## config.mk

```make
export PLATFORM = sky130hd
export DESIGN_NAME = div_ctrl
export DESIGN_NICKNAME = d
export VERILOG_FILES = /design/src/rtl/div_pkg.sv /design/src/rtl/div_sign_fix.sv /design/src/rtl/div_ctrl.sv
export SDC_FILE = /design/constraint.sdc
export NUM_CORES = 1
export LEC_CHECK = 0
export ABC_AREA = 1
export BUFFER_PORTS_ARGS = -buffer_cell sky130_fd_sc_hd__buf_2
export CORE_MARGIN = 2
export CORE_UTILIZATION = 49
export CTS_CLUSTER_DIAMETER = 200
export DETAILED_ROUTE_END_ITERATION = 6
export GPL_TIMING_DRIVEN = 1
export PLACE_DENSITY_LB_ADDON = 0.12
export RECOVER_POWER = 100
export SLEW_MARGIN = 20
export SYNTH_ARGS = -nofsm -noshare
export SYNTH_HDL_FRONTEND = slang
export SYNTH_SLANG_ARGS = --single-unit
```

## constraint.sdc

```tcl
create_clock -name clk -period 2.14 [get_ports clk]
set_input_delay 0.214 -clock clk [delete_from_list [all_inputs] [get_ports clk]]
set_output_delay 0.214 -clock clk [all_outputs]
set_load 0.02 [all_outputs]
```

## src/rtl/div_pkg.sv

```systemverilog
// Shared encodings, state names and small decode helpers for the RV32M divide sequencer.
package div_pkg;

   typedef enum logic [1:0] {
      DIV_OP_DIV  = 2'b00,
      DIV_OP_DIVU = 2'b01,
      DIV_OP_REM  = 2'b10,
      DIV_OP_REMU = 2'b11
   } div_op_e;

   typedef enum logic [2:0] {
      DIV_ST_IDLE  = 3'd0,
      DIV_ST_START = 3'd1,
      DIV_ST_WAIT  = 3'd2,
      DIV_ST_RESP  = 3'd3,
      DIV_ST_DRAIN = 3'd4
   } div_state_e;

   localparam logic [31:0] DIV_BY_ZERO_Q = 32'hFFFF_FFFF;

   function automatic logic div_op_signed(input div_op_e op);
      return (op == DIV_OP_DIV) || (op == DIV_OP_REM);
   endfunction

   function automatic logic div_op_rem(input div_op_e op);
      return (op == DIV_OP_REM) || (op == DIV_OP_REMU);
   endfunction

endpackage

```

## src/rtl/div_sign_fix.sv

```systemverilog
// Conditional two's complement: used both to take operand magnitudes and to restore result signs.
module div_sign_fix
   import div_pkg::*;
#(
   parameter int W = 32
) (
   input  logic [W-1:0] val,
   input  logic         neg,
   output logic [W-1:0] res
);

   // negate on request, pass through otherwise
   always_comb begin
      if (neg) begin
         res = ~val + {{(W-1){1'b0}}, 1'b1};
      end else begin
         res = val;
      end
   end

endmodule

```

## src/rtl/div_ctrl.sv

```systemverilog
// Sequencer between execute and the iterative unsigned divider core (DIV/DIVU/REM/REMU).
// Optional last-result cache is enabled by defining DIV_CTRL_RESULT_CACHE_EN.
module div_ctrl
   import div_pkg::*;
#(
   parameter int XLEN = 32
) (
   input  logic            clk,
   input  logic            rst,
   input  logic            req_vld_i,
   output logic            req_rdy_o,
   input  logic [1:0]      op_i,
   input  logic [XLEN-1:0] rs1_i,
   input  logic [XLEN-1:0] rs2_i,
   input  logic            flush_i,
   output logic            rsp_vld_o,
   input  logic            rsp_rdy_i,
   output logic [XLEN-1:0] rsp_data_o,
   output logic [XLEN-1:0] div_div1_o,
   output logic [XLEN-1:0] div_div2_o,
   output logic            div_vld_o,
   input  logic [XLEN-1:0] div_q_i,
   input  logic [XLEN-1:0] div_r_i,
   input  logic            div_rdy_i
);

   div_state_e      state;
   div_state_e      state_nxt;
   div_op_e         op;
   div_op_e         op_in;
   logic            q_neg;
   logic            r_neg;
   logic            accept;
   logic            in_signed;
   logic            rs1_neg;
   logic            rs2_neg;
   logic [XLEN-1:0] mag1;
   logic [XLEN-1:0] mag2;
   logic [XLEN-1:0] q_fix;
   logic [XLEN-1:0] r_fix;
   logic [XLEN-1:0] rsp_nxt;
   logic            cache_hit;
   logic [XLEN-1:0] hit_data;

   assign op_in     = div_op_e'(op_i);
   assign in_signed = div_op_signed(op_in);
   assign rs1_neg   = in_signed & rs1_i[XLEN-1];
   assign rs2_neg   = in_signed & rs2_i[XLEN-1];

   div_sign_fix #(.W(XLEN)) u_mag1 (.val(rs1_i),   .neg(rs1_neg), .res(mag1));
   div_sign_fix #(.W(XLEN)) u_mag2 (.val(rs2_i),   .neg(rs2_neg), .res(mag2));
   div_sign_fix #(.W(XLEN)) u_qfix (.val(div_q_i), .neg(q_neg),   .res(q_fix));
   div_sign_fix #(.W(XLEN)) u_rfix (.val(div_r_i), .neg(r_neg),   .res(r_fix));

`ifdef DIV_CTRL_RESULT_CACHE_EN
   logic            cache_vld;
   logic            cache_sgn;
   logic            complete;
   logic [XLEN-1:0] cache_rs1;
   logic [XLEN-1:0] cache_rs2;
   logic [XLEN-1:0] cache_q;
   logic [XLEN-1:0] cache_r;
   logic [XLEN-1:0] cur_rs1;
   logic [XLEN-1:0] cur_rs2;

   assign complete  = (state == DIV_ST_WAIT) && div_rdy_i && !flush_i;
   assign cache_hit = cache_vld && (rs1_i == cache_rs1) && (rs2_i == cache_rs2) &&
                      (in_signed == cache_sgn);
   assign hit_data  = div_op_rem(op_in) ? cache_r : cache_q;

   // raw operands of the request in flight, and the last completed core result
   always_ff @(posedge clk) begin
      if (rst) begin
         cur_rs1   <= {XLEN{1'b0}};
         cur_rs2   <= {XLEN{1'b0}};
         cache_vld <= 1'b0;
         cache_sgn <= 1'b0;
         cache_rs1 <= {XLEN{1'b0}};
         cache_rs2 <= {XLEN{1'b0}};
         cache_q   <= {XLEN{1'b0}};
         cache_r   <= {XLEN{1'b0}};
      end else begin
         if (accept) begin
            cur_rs1 <= rs1_i;
            cur_rs2 <= rs2_i;
         end
         if (flush_i) begin
            cache_vld <= 1'b0;
         end else if (complete) begin
            cache_vld <= 1'b1;
            cache_sgn <= div_op_signed(op);
            cache_rs1 <= cur_rs1;
            cache_rs2 <= cur_rs2;
            cache_q   <= q_fix;
            cache_r   <= r_fix;
         end
      end
   end
`else
   assign cache_hit = 1'b0;
   assign hit_data  = {XLEN{1'b0}};
`endif

   // next state and next response word
   always_comb begin
      state_nxt = state;
      rsp_nxt   = rsp_data_o;
      accept    = 1'b0;
      case (state)
         DIV_ST_IDLE: begin
            // a flush in the same cycle wins over a new request
            if (flush_i) begin
               state_nxt = DIV_ST_IDLE;
            end else if (req_vld_i && req_rdy_o) begin
               accept = 1'b1;
               if (rs2_i == {XLEN{1'b0}}) begin
                  state_nxt = DIV_ST_RESP;
                  rsp_nxt   = div_op_rem(op_in) ? rs1_i : DIV_BY_ZERO_Q;
               end else if (mag1 == {XLEN{1'b0}}) begin
                  state_nxt = DIV_ST_RESP;
                  rsp_nxt   = {XLEN{1'b0}};
               end else if (cache_hit) begin
                  state_nxt = DIV_ST_RESP;
                  rsp_nxt   = hit_data;
               end else begin
                  state_nxt = DIV_ST_START;
               end
            end else begin
               state_nxt = DIV_ST_IDLE;
            end
         end
         DIV_ST_START: begin
            // the start pulse is already out, so a flush must wait for the core
            if (flush_i) begin
               state_nxt = DIV_ST_DRAIN;
            end else begin
               state_nxt = DIV_ST_WAIT;
            end
         end
         DIV_ST_WAIT: begin
            if (div_rdy_i) begin
               if (flush_i) begin
                  state_nxt = DIV_ST_IDLE;
               end else begin
                  state_nxt = DIV_ST_RESP;
                  rsp_nxt   = div_op_rem(op) ? r_fix : q_fix;
               end
            end else if (flush_i) begin
               state_nxt = DIV_ST_DRAIN;
            end else begin
               state_nxt = DIV_ST_WAIT;
            end
         end
         DIV_ST_RESP: begin
            if (flush_i || rsp_rdy_i) begin
               state_nxt = DIV_ST_IDLE;
            end else begin
               state_nxt = DIV_ST_RESP;
            end
         end
         DIV_ST_DRAIN: begin
            if (div_rdy_i) begin
               state_nxt = DIV_ST_IDLE;
            end else begin
               state_nxt = DIV_ST_DRAIN;
            end
         end
         default: begin
            state_nxt = DIV_ST_IDLE;
         end
      endcase
   end

   // state, registered handshake outputs and latched operands
   always_ff @(posedge clk) begin
      if (rst) begin
         state      <= DIV_ST_IDLE;
         req_rdy_o  <= 1'b1;
         rsp_vld_o  <= 1'b0;
         div_vld_o  <= 1'b0;
         rsp_data_o <= {XLEN{1'b0}};
         div_div1_o <= {XLEN{1'b0}};
         div_div2_o <= {XLEN{1'b0}};
         op         <= DIV_OP_DIV;
         q_neg      <= 1'b0;
         r_neg      <= 1'b0;
      end else begin
         state      <= state_nxt;
         req_rdy_o  <= (state_nxt == DIV_ST_IDLE);
         rsp_vld_o  <= (state_nxt == DIV_ST_RESP);
         div_vld_o  <= (state_nxt == DIV_ST_START);
         rsp_data_o <= rsp_nxt;
         if (accept) begin
            op         <= op_in;
            q_neg      <= rs1_neg ^ rs2_neg;
            r_neg      <= rs1_neg;
            div_div1_o <= mag1;
            div_div2_o <= mag2;
         end
      end
   end

endmodule
```

==> metrics.txt <==
number of synthesized flops with an enable pin 0; pin count of the biggest net entering global routing 58; P&R area growth vs syn 41.8%; CTS tree done; Rel. slew slack 56.8%; clk sinks between 100 and 150; #FFs+latches synth about 110; TritonRoute pass-1 iters 5; Vias 11.1k; r2r endpoint rsp_data_o[1]; FF-to-FF path depth 9; Worst-Skew Late Latency around 0.37 ns; Fmax 476 MHz; Synth area leader dfxtp_1; register area share after synthesis approximately 25%; clock buffer depth 2; Mapped Cells 1458; synth unique cells 49; area share of the largest cell type after synthesis roughly a quarter; post-DR wirelength/cell about 15 um; endpoints failing hold 0; I/O pin count 235; worst hold path class in2reg; vias in the first global route between 9k and 10k; Finish-stage setup viols 0; Routed Antenna Nets 0; first-pass GRT wire length roughly 48 mm; Commonest cells post-synth nand2_1 (353), nor2_1 (239), inv_1 (153); sum of negative setup slack 0 ns; WHS Path Cells 3; Worst Max-Slew Pin Slew 0.647 ns; layout cells sized above 1 around a quarter; port bufs 234; Mean Syn Cell Area between 5 and 6 sq um; TritonCTS buffer count 9; Iteration-0 DRC Markers ~800; pre-CTS WS -0.390 ns; worst endpoint required time 2.40 ns; setup ws final 0.0387 ns; # Max-Cap Violations 0; Setup crit start kind input pin; Synth area leaders dfxtp_1 (25%), nand2_1 (16%), nor2_1 (11%); CP Capture Type flop; most frequent cell after synthesis nand2_1; Final GP Congestion ~0.94; Ys Warns 0; CTS H-tree depth 3; Arr. time, crit path between 2 and 2.5 ns; Die Wd between 100 and 150 um; initial antenna violation count 5; net count reported at finish ~2.0k; Tot Pwr between 5000 and 6000 uW; # hold bufs at CTS 0; VDD IR max 416 uV; Post-Syn Nets between 1.5k and 2k; pwr dens 497 nW/um^2; Hold Path Sink div_div2_o[11]; worst reg2reg startpoint state[2]; clk root buf clkbuf_16; reg-to-reg setup timing slack 0.15 ns; Clock transition at path regs 0.08 ns; die height ~130 um; Top FF cell, synth dfxtp_1; crit-path max FO 18; drt via density 5.32; Overall Global Routing Usage 33.0%; asr flop ratio synth 0%; Row Count 47; max-slew violation count 0; mapped cell area ~8400 sq um; outcome finished, final reports clean; HP Start rs2_i[11]; Lkg Pwr between 0.005 and 0.006 uW; Initial Utilization about 50%; Post-Route WL between 30 and 40 mm; core box area 16600 sq um; Setup Crit Path Kind in2reg; DIE AREA approximately 18000 sq um; overflow left after global routing 0; dpl hpwl around 24 mm; Tcrit/Tclk final a little over nine tenths; Period minus WS final 2.10 ns; Clock Skew 0.0124 ns; drt drc 0
-- per-layer routing --
layer  vias up  part of all wire [%]  global-route usage [%]
li1       5560                     -                       -
met1      4961                    41                    43.3
met2       496                    46                    53.8
met3        70                   9.2                    7.06
met4         2                   2.9                    11.3
met5         -                 0.041                       0
-- what timing repair did --
item	CTS	global route
setup endpoints to repair	2	36
cloned	0	5
buffers inserted	0	12
gates resized for setup	2	86
pin swaps	0	35
-- area by class of cell --
class	count	area, sq um
clock buffers	10	239
fillers	1540	4740
repair inverters	1	8.76
repair buffers	455	2930
diodes	5	12.5
multi-input cells	1124	5650
inverters	160	616
clock inverters	5	73.8
well taps	220	275
flip-flops and latches	105	2100
-- power by group --
group,internal [uW],switching (uW)
Combinational,767,1200
Clock,958,847
Sequential,2070,72.1
Total,3800,2120
-- state kept, by name (all words and copies together), names as in the netlist --
name	cells
div_div1_o	32
div_div2_o	32
div_vld_o	1
op	1
q_neg	1
r_neg	1
req_rdy_o	1
rsp_data_o	32
rsp_vld_o	1
state	3
-- through the flow --
step                      cells  area [sq um]  utilization, %  hold WS (ns)
final                      2085         11900            71.5        0.0915
after global routing       2082         11900            71.5         0.124
after detailed placement   2048         11200            67.4         0.468
after global placement     2048         11200            67.4         0.461
after CTS                  2063         11500            69.3        0.0895
after floorplan            1458          8390               -         0.353
-- placed cells by master, fill, tap and decap left out, drive strengths merged, types with 2 or more instances in the layout --
cell and count:
o21ai 125, ha 5, o21bai 2, nand4 10, xor2 18, a211oi 5, o22ai 3, clkbuf 113
o21a 3, nand3b 19, and3 2, xnor2 4, a31oi 6, inv 161, a21oi 107, buf 352
dfxtp 105, nand3 110, nor3 24, nor4 6, or2 16, clkinv 3, nor2 250, diode 5
o31ai 8, a21boi 3, o221ai 12, and2 2, o211ai 16, nand2 361
-- worst max-delay path by stage --
stage | startpoint | endpoint | cells past startpoint
final | rs1_i[6] | rsp_data_o[14] | 20
after global routing | rs2_i[0] | rsp_data_o[0] | 16
after CTS | rs1_i[1] | rsp_data_o[3] | 21
after detailed placement | rs1_i[1] | rsp_data_o[3] | 21
after global placement | div_r_i[0] | rsp_data_o[26] | 16
after floorplan | div_r_i[1] | rsp_data_o[22] | 14
-- logic make-up after synthesis --
logic type,Yosys count,share of synthesized area [%]
adders and majority gates,5,0.745
buffers and inverters,229,11.0
and+or+nand+nor,802,40.8
DFF,105,25.0
xor gates and xnor gates,22,2.30
AOI/OAI and AO/OA,295,20.0
-- critical path, cell delays in order --
cell and delay (ns):
buf_2 0.15, nor2_4 0.13, nand2_2 0.07, nor2_4 0.24
nand3_2 0.12, nand2_2 0.11, nand2_2 0.06, nand2_2 0.07
nand2_2 0.07, nor2_1 0.09, nand2_1 0.06, nor2_1 0.13
nand2_1 0.08, nand2_2 0.12, nand2_4 0.08, nand2_8 0.14
clkbuf_16 0.21, nand3_1 0.08, nand2_1 0.06, nor2_1 0.04
Note: power is estimated with default switching activity, not from simulation.
